$ cat config.mk
export PLATFORM = sky130hd
export DESIGN_NAME = execute_cc_stage
export DESIGN_NICKNAME = d
export VERILOG_FILES = /design/src/rtl/execute_cc_stage.sv
export SDC_FILE = /design/constraint.sdc
export NUM_CORES = 1
export LEC_CHECK = 0
export BUFFER_PORTS_ARGS = -buffer_cell sky130_fd_sc_hd__buf_2
export CAP_MARGIN = 10
export CELL_PAD_IN_SITES_DETAIL_PLACEMENT = 0
export CELL_PAD_IN_SITES_GLOBAL_PLACEMENT = 2
export CORE_AREA = 10 10 117 119
export CTS_CLUSTER_DIAMETER = 200
export CTS_CLUSTER_SIZE = 40
export DETAILED_ROUTE_END_ITERATION = 16
export DIE_AREA = 0 0 127 129
export PLACE_DENSITY = 0.94
export SLEW_MARGIN = 0
export SYNTH_ARGS = -nofsm -noshare
export SYNTH_HDL_FRONTEND = slang
export SYNTH_SLANG_ARGS = --single-unit
$ cat constraint.sdc
create_clock -name clk -period 2.8 [get_ports clk]
set_input_delay 0 -clock clk [delete_from_list [all_inputs] [get_ports clk]]
set_output_delay 0 -clock clk [all_outputs]
set_load 0.01 [all_outputs]
$ cat src/rtl/execute_cc_stage.sv
// Y86-64 execute-stage condition codes, branch/cmov condition and E->M pipeline register.
// Optional sticky overflow trap built only when CC_TRAP_EN is defined.
module execute_cc_stage #(
  parameter int          WIDTH = 64,
  parameter logic [3:0]  RNONE = 4'hF,
  parameter logic [3:0]  I_NOP = 4'h1
) (
  input  logic             clk,
  input  logic             rst,
  input  logic             in_valid,
  input  logic [3:0]       e_icode,
  input  logic [3:0]       e_ifun,
  input  logic [3:0]       e_dstE,
  input  logic [WIDTH-1:0] alu_sum,
  input  logic             alu_overflow,
  input  logic             alu_carry,
  input  logic             set_cc,
  input  logic             m_stall,
  input  logic             m_bubble,
  output logic [2:0]       cc,
  output logic             e_cnd,
  output logic             M_valid,
  output logic [3:0]       M_icode,
  output logic             M_cnd,
  output logic [WIDTH-1:0] M_valE,
  output logic [3:0]       M_dstE,
  output logic             M_carry,
  output logic             ovf_trap
);

  localparam logic [3:0] I_CMOV = 4'h2;
  localparam logic [3:0] I_OPQ  = 4'h6;
  localparam logic [3:0] I_JXX  = 4'h7;

  // codes = {ZF,SF,OF}
  function automatic logic cond_eval(input logic [2:0] codes, input logic [3:0] fn);
    logic zf;
    logic sf;
    logic of;
    logic res;
    zf = codes[2];
    sf = codes[1];
    of = codes[0];
    case (fn)
      4'h0:    res = 1'b1;
      4'h1:    res = (sf ^ of) | zf;
      4'h2:    res = sf ^ of;
      4'h3:    res = zf;
      4'h4:    res = ~zf;
      4'h5:    res = ~(sf ^ of);
      4'h6:    res = ~(sf ^ of) & ~zf;
      default: res = 1'b0;
    endcase
    return res;
  endfunction

  logic [2:0]       cc_r;
  logic             cnd_s;
  logic [3:0]       dste_s;
  logic             cc_upd_s;
  logic             m_valid_r;
  logic [3:0]       m_icode_r;
  logic             m_cnd_r;
  logic [WIDTH-1:0] m_vale_r;
  logic [3:0]       m_dste_r;
  logic             m_carry_r;

  // Condition evaluation, effective destination and CC update enable
  always_comb begin
    cnd_s    = 1'b1;
    dste_s   = e_dstE;
    cc_upd_s = 1'b0;
    if (e_icode == I_CMOV || e_icode == I_JXX) begin
      cnd_s = cond_eval(cc_r, e_ifun);
    end else begin
      cnd_s = 1'b1;
    end
    if (e_icode == I_CMOV && !cnd_s) begin
      dste_s = RNONE;
    end else begin
      dste_s = e_dstE;
    end
    cc_upd_s = in_valid && (e_icode == I_OPQ) && set_cc && !m_stall;
  end

  // Condition-code register
  always_ff @(posedge clk) begin
    if (rst) begin
      cc_r <= 3'b100;
    end else if (cc_upd_s) begin
      cc_r <= {(alu_sum == {WIDTH{1'b0}}), alu_sum[WIDTH-1], alu_overflow};
    end else begin
      cc_r <= cc_r;
    end
  end

  // E->M pipeline register: rst > stall > bubble > load
  always_ff @(posedge clk) begin
    if (rst || (!m_stall && m_bubble)) begin
      m_valid_r <= 1'b0;
      m_icode_r <= I_NOP;
      m_cnd_r   <= 1'b0;
      m_vale_r  <= {WIDTH{1'b0}};
      m_dste_r  <= RNONE;
      m_carry_r <= 1'b0;
    end else if (m_stall) begin
      m_valid_r <= m_valid_r;
      m_icode_r <= m_icode_r;
      m_cnd_r   <= m_cnd_r;
      m_vale_r  <= m_vale_r;
      m_dste_r  <= m_dste_r;
      m_carry_r <= m_carry_r;
    end else begin
      m_valid_r <= in_valid;
      m_icode_r <= e_icode;
      m_cnd_r   <= in_valid ? cnd_s : 1'b0;
      m_vale_r  <= alu_sum;
      m_dste_r  <= in_valid ? dste_s : RNONE;
      m_carry_r <= alu_carry;
    end
  end

`ifdef CC_TRAP_EN
  logic trap_r;

  // Sticky overflow trap, cleared only by reset
  always_ff @(posedge clk) begin
    if (rst) begin
      trap_r <= 1'b0;
    end else if (cc_upd_s && alu_overflow) begin
      trap_r <= 1'b1;
    end else begin
      trap_r <= trap_r;
    end
  end

  assign ovf_trap = trap_r;
`else
  assign ovf_trap = 1'b0;
`endif

  assign cc      = cc_r;
  assign e_cnd   = cnd_s;
  assign M_valid = m_valid_r;
  assign M_icode = m_icode_r;
  assign M_cnd   = m_cnd_r;
  assign M_valE  = m_vale_r;
  assign M_dstE  = m_dste_r;
  assign M_carry = m_carry_r;

endmodule
==> results of run 1 <==
==> worst register-to-register path: cells and delay by family, from the launching register on <==
family                 cells  cell delay (ns)
XOR/XNOR                   1             0.25
flip-flops                 1             0.37
buffers and inverters      1             0.59
AO/OA/AOI/OAI              3             0.69
==> layout make-up <==
cell class                 count  area (um2)
timing repair buffer         241        1600
multi-input combinational    204        1370
inverter                       2        7.51
tap                          143         179
fill                        1082        6250
clock inverter                 6         109
clock buffer                  10         239
sequential                    78        1560
antenna                        1        2.50
==> per-stage QoR <==
stage	std cells	cell area, um2
finish	685	5070
global route	684	5070
CTS	684	5070
detailed placement	591	3950
global placement	591	3950
floorplan	302	3020
==> cells by family (layout without fill, tap and decap cells) <==
kind of cell | count (synthesis) | after routing
XOR/XNOR | 2 | 2
buffers and inverters | 20 | 259
other | 1 | 2
multiplexers | 69 | 69
AND/OR/NAND/NOR | 108 | 108
flip-flops | 78 | 78
AO/OA/AOI/OAI | 24 | 24
==> synthesized netlist by cell type (all sizes together), types with 2 or more instances <==
cell type	count	share of area (%)
a211o	2	0.58
a21oi	2	0.33
buf	9	1.6
clkbuf	9	1.1
dfxtp	78	52
inv	2	0.25
mux2i	69	23
nand2	2	0.25
nand2b	5	1.0
nand4	5	1.0
nor2	72	8.9
nor2b	3	0.62
nor3	2	0.33
nor4	16	3.3
o211ai	2	0.50
o21ai	5	0.83
o22ai	4	0.83
o31ai	4	0.99
xor2	2	0.58
==> final timing paths <==
check / endpoint / slack [ns] / depth (start not counted)
max: M_dstE[2] / 0.84 / 5
max reg2reg: M_dstE[2] / 0.84 / 5
min reg2reg: M_valE[43] / 0.48 / 2
min: M_icode[2] / 0.03 / 3
==> per-layer routing <==
layer,up-vias,routed length (um),track usage [%]
met1,1408,4350,13.5
met4,0,41,3.28
met3,4,970,6.08
li1,1529,-,-
met2,107,5190,21.7
met5,-,0,0
==> state kept, by name (all words and copies together), names as in the netlist <==
name	flops
M_icode	4
M_cnd	1
M_valE	64
M_dstE	4
M_valid	1
cc	3
M_carry	1
==> power groups by stage <==
| stage | registers, W | clock network, W | logic (W) |
|---|---|---|---|
| after CTS | 0.00119 | 0.00137 | 0.000408 |
| after floorplan | 0.00124 | 0 | 0.000143 |
| final | 0.00119 | 0.00133 | 0.000405 |
| after detailed placement | 0.00122 | 0 | 0.000328 |
| after global placement | 0.00121 | 0 | 0.000323 |
| after global routing | 0.00120 | 0.00142 | 0.000446 |
==> impl_results.md, run 1 <==
- Status: finished, final reports clean
- Crit-path slowest cell: dlygate4sd3_1
- Worst path required time: 3.06 ns
- Largest net degree at the start of global routing: 56
- Critical Path AT: 2.22 ns
- Total power: 0.00293 W
- Number of port buffers: 162
- Hold Fails Final Rpt: 0
- Io pins: 164
- Worst-margin pin slew: 1.01 ns
- Synth-to-layout area growth: 67.8%
- Clk sinks: 78
- TNS Setup: 0 ns
- Gp weighted congestion: 0.719
- Reg2Reg Launch Point: cc[0]
- Grt ovf: 0
- Crit Path Max Fanout: 5
- Wire per inst: 15.4 um
- Post-Route WL: 10.6 mm
- Pleak: 2.49 nW
- ANT nets after route: 0
- Setup ws final: 0.842 ns
- Gate Count Post-Synth: 302
- Distinct cells, synth: 30
- Final setup vio count: 0
- Commonest non-fill, non-tap cell in the layout: buf_2
- Fmax: 511 MHz
- GR Util All Layers: 12.6%
- Die X: 127 um
- Crit. Startpoint: cc[0]
- Most frequent cells in the layout: 161 x buf_2, 78 x dfxtp_1, 77 x dlygate4sd3_1
- Min Tclk post-route: 1.96 ns
- Core area: 11300 um2
- CP cell instances: xor2_1 > o21ai_1 > o211a_1 > o31ai_1 > dlygate4sd3_1
- Mean number of vias per cell: 4.45
- Cell family with most CP delay: compound AO/OA/AOI/OAI gates
- Mapped Area: 3020 um2
- Setup Skew: 0.00246 ns
- Clk_lat worst skew: 0.32 ns
- Critical path class: flop to flop
- Setup crit start kind: flop
- Drt first pass iters: 4
- Vias: 3048
- H-tree Lvls: 3
- Hold Crit Start: e_icode[2]
- Root Driver: clkbuf_16
- Syn nets: 386
- Combinational share of power: 13.8%
- Max-slew violations: 0
- Largest stage delay on the critical path: 0.59 ns
- CTS buffer count: 9
- Synth async-reset ratio: 0%
- Hold Slack: 0.0324 ns
- RSZ-0062 raised after global routing: no
- Worst min path class: primary input to flop
- Crit. End Element: flop
- Fin util: 44.8%
- Synth Flop Type: dfxtp_1
- Post-CTS Setup Bufs: 0
- Multiplexer share of the synthesized area: 22.9%
- DP Wirelength: 7.78 mm
- Cts repair resizes: 0
- Post-synthesis xor/xnor area fraction: 0.580%
- Vias in the first global route: 3344
- Syn. warnings: 0
- Period utilization: 69.9%
- Max Cap Viol: 0
- Reg power frac: 40.7%
- Sw Share: 22.4%
- Starting DRT DRC Count: 156
- Die ar.: 16400 um2
- Post-synth EDFFs: 0
- Simple-gate share of the synthesized area: 16.4%
- Cts hold-fix bufs: 77
- First-pass GRT wire length: 16.8 mm
- P per Cell Area: 577 nW/um2
- Sequential cell area fraction in the yosys report: 51.7%
- Worst vdd ir: 0.275 mV
- Seq cells post-synth: 78
- Clk pin slew, worst setup/hold paths: 0.06 ns
- Die H: 129 um
- Largest family of logic cells by synthesized area: multiplexers
- DRC: 0
- Synth Area per Inst: 10.0 um2
- Fin nets: 620
- CTS tree: yes
- Clock Path Buffers: 2
- Initial antenna violation count: 0
- Int Pwr: 0.00227 W
- Initial Utilization: 26.7%
- Synth Area in Compound Gates: 5.47%
- CP bufs+invs: 1
- Pre-CTS setup slack: 0.983 ns
- Share of cells above drive strength 1: 33.8%
- Row count: 39
- Synth Area in Adders: 0%
- Clk pwr share: 45.5%
- Slew HR: 32.9%
- Sw Pwr: 0.000656 W
No activity file was read; power rests on OpenSTA's default activity.
==> run 2, diff against run 1 <==
CORE_AREA = 10 10 121 123   (was 10 10 117 119)
DIE_AREA = 0 0 131 133   (was 0 0 127 129)
PLACE_DENSITY = 0.89   (was 0.94)
clock period = 1.9 ns   (was 2.8 ns; I/O delays follow)
==> impl_results.md, run 2 (synthesis gave the netlist of run 1 again) <==
- Hold Path End: M_dstE[2]
- Slew HR: 55.0% (+22 points)
- Fin nets: 625 (+0.81%)
- DP Wirelength: 8.21 mm (+5.5%)
- Max-slew violations: 0 (unchanged)
- Drt first pass iters: 4 (unchanged)
- CP bufs+invs: 1 (unchanged)
- Status: finished with violations
- Combinational share of power: 15.7% (+1.9 points)
- Worst vdd ir: 0.366 mV (+33%)
- Int Pwr: 0.00295 W (+30%)
- Grt ovf: 0 (unchanged)
- Hold Crit Start: e_icode[2]
- Initial antenna violation count: 3 (+3)
- Period utilization: 95.8%
- P per Cell Area: 770 nW/um2 (+33%)
- Critical Path AT: 1.82 ns (-0.40 ns)
- Post-Route WL: 11.3 mm (+7.1%)
- Reg2Reg Depth: 5 (unchanged)
- First-pass GRT wire length: 17.3 mm (+3.5%)
- Max Cap Viol: 0 (unchanged)
- Reg2Reg Setup Slack: 0.09 ns (-0.75 ns)
- Sw Pwr: 0.000985 W (+50%)
- Min Tclk post-route: 1.82 ns
- Die ar.: 17400 um2 (+6.3%)
- Worst-margin pin slew: 0.669 ns (-0.338 ns)
- Failing checks: hold timing
- Io pins: 164 (unchanged)
- Multi-input logic area: 1410 um2 (+2.6%)
- Setup Skew: 0.000691 ns (-0.00176 ns)
- Reg power frac: 44.6% (+3.9 points)
- Fmax: 550 MHz
- Crit Path Max Fanout: 5 (unchanged)
- Wire per inst: 15.7 um (+1.9%)
- Final setup vio count: 0 (unchanged)
- Pleak: 2.49 nW (-0.34%)
- Vias: 3104 (+1.8%)
- Number of port buffers: 162 (unchanged)
- Clock Path Buffers: 2 (unchanged)
- Largest stage delay on the critical path: 0.38 ns (-0.21 ns)
- Setup crit start kind: flop
- Row count: 41 (+5.1%)
- Worst min path class: primary input to flop
- Synth-to-layout area growth: 69.0%
- H-tree Lvls: 3 (unchanged)
- TNS Setup: 0 ns (unchanged)
- Vias in the first global route: 3387 (+1.3%)
- Sw Share: 25.0% (+2.6 points)
- CTS buffer count: 9 (unchanged)
- Share of cells above drive strength 1: 35.6% (+1.8 points)
- Die X: 131 um (+3.1%)
- Critical path class: flop to output port
- CTS tree: yes
- Die H: 133 um (+3.1%)
- Total power: 0.00393 W (+34%)
- Crit Reg-Reg Endpoint: M_dstE[1]
- Initial Utilization: 24.4% (-2.3 points)
- Gp weighted congestion: 0.808 (+12%)
- Register area: 1570 um2 (+0.24%)
- Clk sinks: 78 (unchanged)
- Hold Slack: -0.00904 ns (-0.0414 ns)
- Starting DRT DRC Count: 92 (-41%)
- Cell family with most CP delay: compound AO/OA/AOI/OAI gates
- ANT nets after route: 0 (unchanged)
- Most frequent cells in the layout: 161 x buf_2, 77 x dlygate4sd3_1, 75 x dfxtp_1
- Clk pwr share: 39.7% (-5.8 points)
- Worst path required time: 1.90 ns (-1.16 ns)
- Hold depth: 2 (-1)
- GR Util All Layers: 12.7% (+0.20 points)
- Clk pin slew, worst setup/hold paths: 0.06 ns (about the same)
- Largest net degree at the start of global routing: 29 (-48%)
- Hold Fails Final Rpt: 1 (+1)
- Commonest non-fill, non-tap cell in the layout: buf_2
- Core area: 12400 um2 (+9.2%)
- Max reg flops: 64 (unchanged)
- Fillers: 1211 (+12%)
- Root Driver: clkbuf_16
- Crit. End Element: output port
- Crit-path slowest cell: or3_1
- DRC: 0 (unchanged)
- CP cell instances: xor2_2 > a211o_1 > o211a_4 > or3_1 > buf_2
- Mean number of vias per cell: 4.31 (-3.1%)
- Reg2Reg Launch Point: cc[0]
- Clk_lat worst skew: 0.33 ns (about the same)
-- run 2: metrics by stage --
stage	hold slack (ns)	instances	util, %	setup slack [ns]	area (um2)
after floorplan	0.0724	302	-	0.501	3020
after global placement	0.218	624	32.5	0.399	4020
after detailed placement	0.221	624	32.5	0.348	4020
after CTS	0.00455	718	41.1	0.0138	5080
after global routing	0.0330	720	41.3	-0.0347	5110
final	-0.00904	720	41.3	0.0805	5110
-- run 2: worst register-to-register path, cell delays in order, from the launching register on --
cell and delay [ns]:
dfxtp_2 0.34, xor2_2 0.18, a211o_1 0.27, o211a_4 0.18, o31ai_2 0.22, dlygate4sd3_1 0.58
-- run 2: worst max path at each step --
stage          endpoint  cells past startpoint  slack, ns        from
3_5_place_dp      e_cnd                      5       0.35       cc[1]
5_1_grt           cc[0]                      7      -0.03  e_icode[3]
2_1_floorplan     e_cnd                      4       0.50       cc[1]
6_report          e_cnd                      5       0.08       cc[0]
4_1_cts           e_cnd                      5       0.01       cc[1]
3_3_place_gp      e_cnd                      5       0.40       cc[1]
-- run 2: layer usage --
| metal | track usage (%) | wire, um | vias to the layer above |
|---|---|---|---|
| met5 | 0 | 0 | - |
| met4 | 6.86 | 302 | 0 |
| met1 | 13.0 | 4320 | 1439 |
| met3 | 5.67 | 1100 | 23 |
| li1 | - | - | 1539 |
| met2 | 21.2 | 5590 | 103 |
-- run 2: power groups by stage --
stage / combinational [W] / clock [W] / sequential (W)
after global routing: 0.000678 / 0.00169 / 0.00176
final: 0.000618 / 0.00156 / 0.00175
after floorplan: 0.000211 / 0 / 0.00182
after CTS: 0.000616 / 0.00163 / 0.00175
after detailed placement: 0.000494 / 0 / 0.00179
after global placement: 0.000490 / 0 / 0.00178
-- run 2: what timing repair did --
action / 4_1_cts / 5_1_grt
hold buffers: 79 / 0
endpoints found under the setup margin: 1 / 7
gates resized for setup: 1 / 8
setup buffers: 0 / 1
endpoints found under the hold margin: 74 / 0
pin swaps: 0 / 2
-- run 2: final cells by class --
cell class | count | area share [%]
multi-input cells | 204 | 27.6
clock inverters | 4 | 0.465
clock buffers | 11 | 4.75
inverters | 2 | 0.147
well taps | 172 | 4.21
diodes | 3 | 0.147
flip-flops and latches | 78 | 30.6
repair buffers | 246 | 32.0
